### src/rtl/if_pkg.sv
// Shared defaults and the fetch-buffer entry type for the instruction-fetch stage.
package if_pkg;

  localparam int                  IF_XLEN       = 32;
  localparam int                  IF_INST_BYTES = 4;
  localparam logic [IF_XLEN-1:0]  IF_RESET_PC   = '0;

  // One buffered fetch: the instruction word and the PC it was fetched from.
  typedef struct packed {
    logic [IF_XLEN-1:0] pc;
    logic [IF_XLEN-1:0] inst;
  } fetch_entry_t;

endpackage

### src/rtl/if_stage_param_if.sv
// Redirect, instruction-memory and IF/ID handshake signals of the fetch stage.
interface if_stage_param_if #(
  parameter int XLEN = 32
) ();

  logic            br_taken;
  logic [XLEN-1:0] br_target;
  logic            imem_req;
  logic [XLEN-1:0] imem_addr;
  logic [XLEN-1:0] imem_rdata;
  logic            id_valid;
  logic [XLEN-1:0] id_inst;
  logic [XLEN-1:0] id_pc;
  logic            id_ready;

  // Fetch stage view.
  modport master (
    input  br_taken, br_target, imem_rdata, id_ready,
    output imem_req, imem_addr, id_valid, id_inst, id_pc
  );

  // Environment view: branch unit, instruction memory and decode.
  modport slave (
    output br_taken, br_target, imem_rdata, id_ready,
    input  imem_req, imem_addr, id_valid, id_inst, id_pc
  );

endinterface

### src/rtl/if_stage_param_fetch_fifo.sv
// DEPTH-entry synchronous FIFO holding fetched instructions with their PCs.
// Pointers wrap naturally because DEPTH is a power of two.
module fetch_fifo
  import if_pkg::*;
#(
  parameter int  DEPTH = 4,
  parameter type T     = fetch_entry_t
) (
  input  logic                   clk,
  input  logic                   rst_n,
  input  logic                   push,
  input  T                       push_data,
  input  logic                   pop,
  input  logic                   flush,
  output logic [$clog2(DEPTH):0] count,
  output T                       head
);

  localparam int AW = $clog2(DEPTH);

  T               mem [DEPTH];
  logic [AW-1:0]  rd_ptr;
  logic [AW-1:0]  wr_ptr;

  // Pointer and occupancy bookkeeping; flush returns to the empty state.
  always_ff @(posedge clk or negedge rst_n) begin
    if (!rst_n) begin
      rd_ptr <= '0;
      wr_ptr <= '0;
      count  <= '0;
    end else if (flush) begin
      rd_ptr <= '0;
      wr_ptr <= '0;
      count  <= '0;
    end else begin
      if (push) wr_ptr <= wr_ptr + AW'(1);
      if (pop)  rd_ptr <= rd_ptr + AW'(1);
      case ({push, pop})
        2'b10:   count <= count + (AW+1)'(1);
        2'b01:   count <= count - (AW+1)'(1);
        default: count <= count;
      endcase
    end
  end

  // Entry storage is pure data and carries no reset.
  always_ff @(posedge clk) begin
    if (push && !flush) mem[wr_ptr] <= push_data;
  end

  assign head = mem[rd_ptr];

endmodule

### src/rtl/if_stage_param.sv
// Instruction-fetch stage: PC register, sequential/redirect next-PC, one-deep
// fixed-latency memory request tracking and a credit-limited fetch buffer.
module if_stage_param
  import if_pkg::*;
#(
  parameter int              XLEN       = IF_XLEN,
  parameter int              DEPTH      = 4,
  parameter logic [XLEN-1:0] RESET_PC   = XLEN'(IF_RESET_PC),
  parameter int              INST_BYTES = IF_INST_BYTES
) (
  input  logic                   clk,
  input  logic                   rst_n,
  if_stage_param_if.master       bus
);

  localparam int              CW         = $clog2(DEPTH) + 1;
  localparam logic [XLEN-1:0] ALIGN_MASK = ~XLEN'(INST_BYTES - 1);
  localparam logic [XLEN-1:0] PC_STEP    = XLEN'(INST_BYTES);

  typedef struct packed {
    logic [XLEN-1:0] pc;
    logic [XLEN-1:0] inst;
  } entry_t;

  logic [XLEN-1:0] pc;
  logic [XLEN-1:0] req_pc;
  logic            inflight;
  logic            drop;
  logic [CW-1:0]   count;
  logic [CW-1:0]   credit;
  logic            issue;
  logic            push;
  logic            pop;
  logic            id_valid_int;
  entry_t          head;
  entry_t          push_data;

  // Credits cover both buffered entries and the response still on its way,
  // so a fetch is only issued when its result is guaranteed a slot.
  assign credit = count + CW'(inflight);
  assign issue  = rst_n && !bus.br_taken && (credit < CW'(DEPTH));

  // A redirect kills the response landing this cycle and any pop of the head.
  assign push         = inflight && !drop && !bus.br_taken;
  assign id_valid_int = (count != '0);
  assign pop          = id_valid_int && bus.id_ready && !bus.br_taken;
  assign push_data    = '{pc: req_pc, inst: bus.imem_rdata};

  // --- request stage: PC, outstanding-request and discard control ---
  always_ff @(posedge clk or negedge rst_n) begin
    if (!rst_n) begin
      pc       <= RESET_PC;
      inflight <= 1'b0;
      drop     <= 1'b0;
    end else if (bus.br_taken) begin
      pc       <= bus.br_target & ALIGN_MASK;
      inflight <= 1'b0;
      drop     <= inflight;
    end else begin
      inflight <= issue;
      drop     <= 1'b0;
      if (issue) pc <= pc + PC_STEP;
    end
  end

  // PC of the outstanding request, paired with its data on return.
  always_ff @(posedge clk) begin
    if (issue) req_pc <= pc;
  end

  // --- response stage: buffer toward decode ---
  fetch_fifo #(
    .DEPTH (DEPTH),
    .T     (entry_t)
  ) u_fifo (
    .clk       (clk),
    .rst_n     (rst_n),
    .push      (push),
    .push_data (push_data),
    .pop       (pop),
    .flush     (bus.br_taken),
    .count     (count),
    .head      (head)
  );

  assign bus.imem_req  = issue;
  assign bus.imem_addr = pc;
  assign bus.id_valid  = id_valid_int;
  assign bus.id_inst   = id_valid_int ? head.inst : '0;
  assign bus.id_pc     = id_valid_int ? head.pc   : '0;

endmodule

### src/flat_wrapper.sv
// flat-port wrapper written by rule: the top's interface ports become plain ports
module if_stage_param_flat import if_pkg::*;
#(
  parameter int              XLEN       = IF_XLEN,
  parameter int              DEPTH      = 4,
  parameter logic [XLEN-1:0] RESET_PC   = XLEN'(IF_RESET_PC),
  parameter int              INST_BYTES = IF_INST_BYTES
)
  (clk, rst_n, bus_br_taken, bus_br_target, bus_imem_rdata, bus_id_ready, bus_imem_req, bus_imem_addr, bus_id_valid, bus_id_inst, bus_id_pc);
  if_stage_param_if #(.XLEN(XLEN)) bus_i ();
  input  logic clk;
  input  logic rst_n;
  input wire logic [$bits(bus_i.br_taken)-1:0] bus_br_taken;
  input wire logic [$bits(bus_i.br_target)-1:0] bus_br_target;
  input wire logic [$bits(bus_i.imem_rdata)-1:0] bus_imem_rdata;
  input wire logic [$bits(bus_i.id_ready)-1:0] bus_id_ready;
  output wire logic [$bits(bus_i.imem_req)-1:0] bus_imem_req;
  output wire logic [$bits(bus_i.imem_addr)-1:0] bus_imem_addr;
  output wire logic [$bits(bus_i.id_valid)-1:0] bus_id_valid;
  output wire logic [$bits(bus_i.id_inst)-1:0] bus_id_inst;
  output wire logic [$bits(bus_i.id_pc)-1:0] bus_id_pc;
  assign bus_i.br_taken = bus_br_taken;
  assign bus_i.br_target = bus_br_target;
  assign bus_i.imem_rdata = bus_imem_rdata;
  assign bus_i.id_ready = bus_id_ready;
  assign bus_imem_req = bus_i.imem_req;
  assign bus_imem_addr = bus_i.imem_addr;
  assign bus_id_valid = bus_i.id_valid;
  assign bus_id_inst = bus_i.id_inst;
  assign bus_id_pc = bus_i.id_pc;
  if_stage_param #(.XLEN(XLEN), .DEPTH(DEPTH), .RESET_PC(RESET_PC), .INST_BYTES(INST_BYTES)) u_core (.clk(clk), .rst_n(rst_n), .bus(bus_i));
endmodule
### config.mk
export PLATFORM = sky130hd
export DESIGN_NAME = if_stage_param_flat
export DESIGN_NICKNAME = d
export VERILOG_FILES = /design/src/rtl/if_pkg.sv /design/src/rtl/if_stage_param_if.sv /design/src/rtl/if_stage_param_fetch_fifo.sv /design/src/rtl/if_stage_param.sv /design/src/flat_wrapper.sv
export SDC_FILE = /design/constraint.sdc
export NUM_CORES = 1
export LEC_CHECK = 0
export CAP_MARGIN = 20
export CORE_ASPECT_RATIO = 0.8
export CORE_UTILIZATION = 35
export CTS_CLUSTER_SIZE = 25
export DETAILED_ROUTE_END_ITERATION = 8
export PLACE_DENSITY = 0.54
export SETUP_SLACK_MARGIN = 0.1
export SYNTH_ARGS = -nofsm -noshare
export SYNTH_HDL_FRONTEND = slang
export SYNTH_SLANG_ARGS = --single-unit
### constraint.sdc
create_clock -name clk -period 5.5 [get_ports clk]
set_clock_uncertainty 0.1 [all_clocks]
set_input_delay 1.65 -clock clk [delete_from_list [all_inputs] [get_ports clk]]
set_output_delay 1.65 -clock clk [all_outputs]
set_load 0.05 [all_outputs]
==> impl_results.md, run 1 <==
* Crit Reg-Reg Endpoint: u_core.u_fifo.count[2]
* Layout area overhead at 25.2%
* Post-synth EDFFs at 278
* Cts hold-fix bufs at 0
* Wire per inst at 20.0 microns
* # clock sinks at 317
* GRT overflow at 0
* Register area share after synthesis at 73.5%
* Slew headroom at 30.3%
* Post-layout min period at 4.82 ns
* Hpwl dp at 16100 microns
* Post-CTS setup buffers at 0
* Ranking of synthesized cells by area: edfxtp_1 (66%), mux4_2 (11%), dfrtp_1 (7.7%)
* Yosys top cell area share at 65.8%
* R2r startpoint: u_core.u_fifo.count[0]
* Worst R2R Path Depth at 8
* # port buffers at 159
* Htree depth at 2
* Total power at 0.00804 W
* Number of distinct library cells after synthesis at 50
* Total GRT Usage at 15.1%
* Max Root-Sink Buffers at 3
* Asr flop ratio synth at 12.3%
* Synthesized area at 12700 sq um
* Via count at 6556
* Yosys Warn Count at 0
* Initial antenna violation count at 6
* Via density at 4.82
* Nets at 934
* Cells after Synth at 690
* Starting Density at 36.1%
* PD cells at 506 nW/um^2
* Unrepaired setup endpoints after global routing: no
* Arrival time at the worst endpoint at 3.07 ns
* Area after DPL at 14800 sq um
* VDD IR max at 0.284 mV
* # Max-Cap Violations at 0
* CTS buffer count at 34
* Worst-margin pin slew at 1.05 ns
* Share of cells above drive strength 1 at 16.3%
* Critical Path Fanout Max at 20
* First-pass GRT wire length at 41800 microns
* First-pass detailed-route iteration total at 4
* Design area at 15900 sq um
* GP Congestion at 0.769
* WS Path Type: flip-flop to primary output
* TritonCTS clock tree: built
* Clock slew at reported path FFs at 0.06 ns
* DRC at 0
* Crit path capture: bus_id_pc[10]
* Die Wd at 215 microns
* Final ANT Viol Nets at 0
* Hold Vio Cnt, Final at 0
* Vert. Die Dim at 172 microns
* Crit end category: primary output
* Crit start category: flip-flop
* R2R setup slack at 2.41 ns
* Pin count of the biggest net entering global routing at 72
* Clk Latency, worst-skew pair at 0.51 ns
* Area of the core at 35200 sq um
* Root Buffer: clkbuf_16
* Die Area at 37000 sq um
* Max Fclk at 207 MHz
* Worst setup path start: u_core.u_fifo.rd_ptr[0]
* Leakage at 5.22 nW
* Main synth FF type: edfxtp_1
* Synth Register Bits at 317
* Worst hold-check path type: flip-flop to flip-flop
* Largest area contributor in the netlist: edfxtp_1
* Drt total wl at 27200 microns
* Share of the clock period used by the worst path at 87.6%
* Row cnt at 61
* CP required at 3.75 ns
* Post-CTS resize count at 0
* Setup TNS Final at 0 ns
* Pins over their slew limit at 0
* Io pins at 166
* Initial drt markers at 306
* Status: complete, no violations
* Synth Area per Inst at 18.4 sq um
* Vias in the first global route at 6816
* Final setup violation count at 0
worst min-delay path by stage:
stage,from,endpoint,slack (ns),cells past startpoint
2_1_floorplan,u_core.req_pc[2],u_core.u_fifo.mem[0][34],0.36,0
3_3_place_gp,u_core.req_pc[4],u_core.u_fifo.mem[2][36],0.38,0
3_5_place_dp,u_core.req_pc[21],u_core.u_fifo.mem[1][53],0.38,0
4_1_cts,u_core.req_pc[21],u_core.u_fifo.mem[1][53],0.39,0
5_1_grt,u_core.req_pc[31],u_core.u_fifo.mem[1][63],0.42,0
6_report,u_core.req_pc[21],u_core.u_fifo.mem[2][53],0.40,0
cell families after synthesis:
| family | share of synthesized area [%] |
|---|---|
| AO/OA/AOI/OAI | 1.62 |
| buffers and inverters | 1.90 |
| multiplexers | 11.6 |
| flip-flops | 73.5 |
| adder cells (fa/ha/maj) | 0.651 |
| XOR/XNOR | 2.00 |
| other | 0.0296 |
| AND/OR/NAND/NOR | 8.77 |
critical path, stage by stage, from the launching register on:
cell and delay [ns]:
dfrtp_4 0.76, buf_4 0.36, mux4_2 0.53, and2_1 0.20, clkdlybuf4s50_1 0.70
layer usage:
metal	vias to the layer above	global-route usage (%)	part of all wire [%]
met5	-	0.133	0.18
met4	6	4.10	1.8
met3	49	4.66	7.3
met2	193	22.9	44
met1	3297	21.0	47
li1	3011	-	-
final cells by class:
class	count	area, sq um
multi-input cells	332	3150
clock buffers	41	941
fillers	3055	19300
flip-flops and latches	317	9330
inverters	5	18.8
well taps	472	591
repair buffers	170	1690
diodes	1	2.50
clock inverters	21	168
stage by stage:
stage | instances | hold WS [ns] | util (%) | setup slack (ns)
2_1_floorplan | 693 | 0.359 | - | 0.309
3_3_place_gp | 1296 | 0.379 | 42.0 | 1.05
3_5_place_dp | 1296 | 0.379 | 42.0 | 1.07
4_1_cts | 1358 | 0.394 | 45.2 | 0.591
5_1_grt | 1358 | 0.418 | 45.2 | 0.519
6_report | 1359 | 0.396 | 45.2 | 0.680
cell usage after synthesis, types with 4 or more instances:
cell type    n
buf_2        7
edfxtp_1   278
dfrtp_1     39
o21ai_0     22
o21ai_1      5
xnor2_1     17
and3_1       4
mux4_2      62
nand4_1      6
nor4_1       5
clkbuf_1    19
and2_1      69
nand3_1     12
nor2_1      13
nand2_1     41
nor2b_1      5
ha_1         5
o31a_1       4
nand2b_1     5
inv_1        5
xor2_1      12
nor4_4       4
buf_4        5
nor3_1      12
layout by cell type, fill, tap and decap left out, drive strengths merged, types with 2 or more instances in the layout:
cell	netlist	final
ha	5	5
nor2b	5	5
nand2b	5	5
dfrtp	39	39
nor4	9	9
mux2i	4	4
inv	5	5
nand4	8	8
mux2	2	2
buf	16	14
and4	2	2
or3	2	2
nor2	13	13
edfxtp	278	278
o21ai	27	27
xnor2	17	17
xor2	12	12
mux4	62	62
clkdlybuf4s50	1	156
and2	70	70
bufinv	0	3
clkinv	0	18
and3	6	6
nand3b	2	2
o31a	4	4
conb	1	4
clkbuf	21	41
nand2	41	41
nand3	12	12
nor3	12	12
power by group:
group / internal (W) / switching [W]
Clock: 0.00136 / 0.000888
Combinational: 0.00108 / 0.00179
Sequential: 0.00276 / 0.000170
Total: 0.00519 / 0.00285
flip-flops by register name, summed over array words and instances, names as in the netlist:
name / flops
u_core.u_fifo.count: 3
u_core.u_fifo.mem: 248
u_core.drop: 1
u_core.req_pc: 30
u_core.inflight: 1
u_core.bus.imem_addr: 30
u_core.u_fifo.rd_ptr: 2
u_core.u_fifo.wr_ptr: 2
No activity file was read; power rests on OpenSTA's default activity.
==> inputs of run 2 (changes only) <==
- CORE_ASPECT_RATIO: 0.8 -> default
==> run 2 against run 1 <==
Effect of this change:
- the run now ends with DRC left
- combinational power hardly changed
- setup slack better by 0.0034 ns
- maximum frequency hardly changed
- non-clock buffer count is 1 lower
- worst hold slack better by 0.0015 ns
- sequential power hardly changed
- first-iteration DRC count is 5.9% higher
- core utilization is 0.42 points lower
- cell count is 0.74% lower
- wire length is 0.75% lower
- critical path type unchanged
- largest power group unchanged
==> impl_results.md, run 2 (synthesized netlist as in run 1, its figures left out) <==
* Status: finished with violations
* Failing checks: DRC
* Max Fclk at 208 MHz
* Worst hold-check path type: flip-flop to flip-flop
* R2r startpoint: u_core.u_fifo.count[2]
* Io pins at 166
* CP required at 3.75 ns
* Htree depth at 2
* Max incr delay on CP at 0.80 ns
* Crit path buf inv count at 2
* Post-layout min period at 4.82 ns
* Share of the clock period used by the worst path at 87.6%
* Die Area at 37000 sq um
* # port buffers at 159
* Post-CTS resize count at 0
* Setup TNS Final at 0 ns
* First-pass detailed-route iteration total at 9
* R2R setup slack at 2.70 ns
* TritonCTS clock tree: built
* Worst-margin pin slew at 1.03 ns
* Cts hold-fix bufs at 0
* Pin count of the biggest net entering global routing at 72
* Wire per inst at 20.0 microns
* Leakage at 5.23 nW
* Hold depth at 0
* Cell Chain, Critical Path: buf_12, mux4_2, and2_1, clkdlybuf4s50_1
* Hpwl dp at 15800 microns
* Register Area at 9330 sq um
* Area of the core at 35700 sq um
* Critical Path Fanout Max at 25
* Clock slew at reported path FFs at 0.06 ns
* Most common cell after layout, fill and taps aside: edfxtp_1
* First-pass GRT wire length at 41300 microns
* Slew headroom at 31.3%
* Via count at 6572
* Layout area overhead at 25.7%
* Hold Vio Cnt, Final at 0
* Total GRT Usage at 14.9%
* # placed instances at 1284
* Worst path slowest cell: dfrtp_4
* # clock sinks at 317
* Hold path endpoint: u_core.u_fifo.mem[3][50]
* CTS buffer count at 36
* Top reg by flops: u_core.u_fifo.mem
* Vert. Die Dim at 192 microns
* Arrival time at the worst endpoint at 3.07 ns
* Worst setup path start: u_core.u_fifo.rd_ptr[0]
* # Max-Cap Violations at 0
* Max FFs per register at 248
* Antenna Cells at 0
* GRT overflow at 0
* Share of cells above drive strength 1 at 16.8%
* Starting Density at 35.6%
* Crit end category: primary output
* Nets at 935
* Via density at 4.87
* Total power at 0.00815 W
* Finished Layout Cells at 1349
* Initial drt markers at 324
* WS Path Type: flip-flop to primary output
* Area of the multi-input gates at 3150 sq um
* Crit start category: flip-flop
* HP Start: u_core.req_pc[18]
* Top delay family on crit path: buffers and inverters
* Commonest cells after routing, fill and taps aside: edfxtp_1 (278), clkdlybuf4s50_1 (156), and2_1 (65)
* VDD IR max at 0.182 mV
* Initial antenna violation count at 1
* Hold WS at 0.398 ns
* Pins over their slew limit at 0
* Clk Latency, worst-skew pair at 0.52 ns
* Final ANT Viol Nets at 0
* Worst R2R Path Depth at 7
* Final setup violation count at 0
* Root Buffer: clkbuf_16
* Filler instances at 3152
* Vias in the first global route at 6823
* Drt total wl at 27000 microns
* Post-Route Utilization at 44.8%
* PD cells at 511 nW/um^2
* Row cnt at 69
* DRC at 22
* Unrepaired setup endpoints after global routing: no
* GP Congestion at 0.763
* Die Wd at 192 microns
* Max Root-Sink Buffers at 3
* Post-CTS setup buffers at 0
* Crit Reg-Reg Endpoint: u_core.u_fifo.count[2]
run 2: cell types whose count changed in the layout (fill, tap and decap cells not counted):
cell        before  now
clkinv_1        10    1
clkinv_4         0    2
diode_2          1    0
clkbuf_8         0    1
buf_12           2    5
clkinvlp_4       0    3
buf_4           10    6
clkinv_2         8    6
clkbuf_1         4   10
inv_6            0    2
run 2: through the flow:
stage | setup WS [ns] | cell area (sq um)
2_1_floorplan | 0.309 | 12700
5_1_grt | 0.499 | 16000
3_3_place_gp | 1.13 | 14800
3_5_place_dp | 1.12 | 14800
4_1_cts | 0.578 | 16000
6_report | 0.683 | 16000
run 2: power breakdown:
group          internal [W]  switching [W]  leakage (nW)
clock network       0.00140       0.000942         0.560
registers           0.00275       0.000174          3.00
logic               0.00110        0.00178          1.68
run 2: cell type report:
type / instances / share of cell area [%]
timing repair buffer: 169 / 10.8
multi-input combinational: 332 / 19.8
sequential: 317 / 58.5
clock inverter: 17 / 1.14
clock buffer: 48 / 6.12
tap: 461 / 3.61
inverter: 5 / 0.118
run 2: worst register-to-register path, stage by stage, from the launching register on:
cell,delay [ns]
dfrtp_1,0.46
or3_2,0.67
nand2_1,0.27
nor3_1,0.09
fa_1,0.46
nand3b_1,0.11
o21ai_0,0.08
a2111oi_0,0.42
run 2: worst max path at each step:
stage,to,depth (start not counted)
4_1_cts,bus_id_inst[25],4
3_5_place_dp,bus_imem_req,5
2_1_floorplan,bus_imem_req,4
6_report,bus_id_inst[25],4
5_1_grt,bus_id_inst[22],4
3_3_place_gp,bus_imem_req,5
run 2: layer usage:
| layer | up-vias | global-route usage, % | part of all wire (%) |
|---|---|---|---|
| met1 | 3327 | 19.8 | 45 |
| met3 | 45 | 3.78 | 6.0 |
| met2 | 177 | 24.1 | 47 |
| met5 | - | 0 | 0.048 |
| met4 | 2 | 4.15 | 1.9 |
| li1 | 3021 | - | - |
==> inputs of run 3 (changes only) <==
- CTS_CLUSTER_SIZE: 25 -> 40
- clock period: 5.5 -> 5.7 ns (I/O delays scaled with it)
==> run 3 against run 2 <==
Effect of this change:
- the run still ends with DRC left
- worst hold slack improved by 0.0013 ns
- register-to-register slack improved by 0.15 ns
- non-clock buffer count rose by 1
- critical path depth did not move
- sequential share of layout area rose by 0.19 points
- die area did not move
- largest power group unchanged
==> impl_results.md, run 3 (synthesized netlist as in run 1, its figures left out) <==
* WS Path Type: flip-flop to primary output
* Failing checks: DRC
* Clk pwr share at 28.4%
* R2r startpoint: u_core.u_fifo.count[1]
* Crit Reg-Reg Endpoint: u_core.u_fifo.count[2]
* Pins over their slew limit at 0
* Worst path slowest cell: dfrtp_4
* Slew headroom at 29.4%
* Initial drt markers at 385
* Internal at 0.00504 W
* Max Root-Sink Buffers at 3
* Area of the core at 35700 sq um
* Post-CTS setup buffers at 0
* Worst setup path start: u_core.u_fifo.rd_ptr[0]
* Setup WS post-layout at 0.717 ns
* Share of the clock period used by the worst path at 87.4%
* R2R setup slack at 2.85 ns
* First-pass GRT wire length at 41100 microns
* Max FFs per register at 248
* Clock slew at reported path FFs at 0.06 ns
* Antenna Cells at 0
* Most common cell after layout, fill and taps aside: edfxtp_1
* Layout area overhead at 25.3%
* Crit start category: flip-flop
* Vias in the first global route at 6882
* Post-layout min period at 4.98 ns
* # Max-Cap Violations at 0
* Root Buffer: clkbuf_16
* Initial antenna violation count at 1
* First-pass detailed-route iteration total at 6
* Die Wd at 192 microns
* Sw frac at 35.4%
* Nets at 935
* Crit path capture: bus_id_inst[12]
* Via density at 4.86
* Crit end category: primary output
* Io pins at 166
* Hpwl dp at 15700 microns
* Final setup violation count at 0
* Row cnt at 69
* Worst hold-check path type: flip-flop to flip-flop
* Clk Latency, worst-skew pair at 0.51 ns
* Wire per inst at 20.2 microns
* Post-CTS resize count at 0
* CP required at 3.89 ns
* Htree depth at 2
* Starting Density at 35.6%
* Hold Vio Cnt, Final at 0
* Leakage at 5.22 nW
* Max incr delay on CP at 0.78 ns
* Status: finished with violations
* Die Area at 37000 sq um
* GP Congestion at 0.755
* Comb pwr share at 35.4%
* DRC at 22
* Max Fclk at 201 MHz
* Pin count of the biggest net entering global routing at 72
* PD cells at 490 nW/um^2
* GRT overflow at 0
* Unrepaired setup endpoints after global routing: no
* CTS buffer count at 35
* Share of cells above drive strength 1 at 16.0%
* Drt total wl at 27200 microns
* VDD IR max at 0.213 mV
* Worst-margin pin slew at 1.06 ns
* Critical Path Fanout Max at 25
* Seq pwr share at 36.2%
* Via count at 6537
* Cell Chain, Critical Path: buf_4, mux4_2, and2_1, clkdlybuf4s50_1
* # port buffers at 159
* Worst R2R Path Depth at 7
* Final ANT Viol Nets at 0
* Cts hold-fix bufs at 0
* Setup TNS Final at 0 ns
* Commonest cells after routing, fill and taps aside: edfxtp_1 (278), clkdlybuf4s50_1 (156), and2_1 (65)
* Arrival time at the worst endpoint at 3.17 ns
* Switching Power at 0.00276 W
* # clock sinks at 317
* TritonCTS clock tree: built
* Pre-CTS setup slack at 1.16 ns
* Vert. Die Dim at 192 microns
* Total GRT Usage at 15.0%
* Top reg by flops: u_core.u_fifo.mem
[run 3: worst min path at each step]
stage               slack (ns)  depth (start not counted)                       end               from
floorplan                 0.36                          0  u_core.u_fifo.mem[0][34]   u_core.req_pc[2]
global placement          0.38                          0  u_core.u_fifo.mem[3][44]  u_core.req_pc[12]
detailed placement        0.38                          0  u_core.u_fifo.mem[2][55]  u_core.req_pc[23]
CTS                       0.40                          0  u_core.u_fifo.mem[2][55]  u_core.req_pc[23]
global route              0.41                          0  u_core.u_fifo.mem[2][58]  u_core.req_pc[26]
finish                    0.40                          0  u_core.u_fifo.mem[2][45]  u_core.req_pc[13]
[run 3: worst max-delay path: cells and delay by family (launching register included)]
family        cells  cell delay [ns]
simple gates      1             0.19
flops             1             0.78
buf+inv           2             1.13
mux               1             0.54
[run 3: power groups by stage]
stage	clock network [W]	logic [W]	registers [W]
CTS	0.00228	0.00282	0.00283
finish	0.00222	0.00276	0.00282
floorplan	0	0.00187	0.00284
global route	0.00236	0.00293	0.00285
detailed placement	0	0.00282	0.00288
global placement	0	0.00281	0.00288
[run 3: layout make-up]
type / instances / area (sq um)
Sequential cell: 317 / 9330
Tap cell: 461 / 577
Clock inverter: 14 / 140
Timing Repair Buffer: 170 / 1700
Inverter: 5 / 18.8
Clock buffer: 47 / 983
Multi-Input combinational cell: 332 / 3150
Fill cell: 3127 / 19800
[run 3: per-layer routing]
metal | vias to the layer above | routed length (microns) | track usage, %
met3 | 37 | 1720 | 4.06
met5 | - | 13 | 0
met4 | 2 | 531 | 4.24
met2 | 185 | 12800 | 24.0
met1 | 3306 | 12200 | 20.0
li1 | 3007 | - | -
[run 3: through the flow]
stage	hold WS, ns	utilization [%]	area [sq um]	total power, W	cells
2_1_floorplan	0.359	-	12700	0.00471	693
3_3_place_gp	0.378	41.5	14800	0.00568	1285
3_5_place_dp	0.380	41.5	14800	0.00569	1285
4_1_cts	0.395	44.6	15900	0.00793	1346
5_1_grt	0.409	44.6	15900	0.00814	1346
6_report	0.399	44.6	15900	0.00780	1346
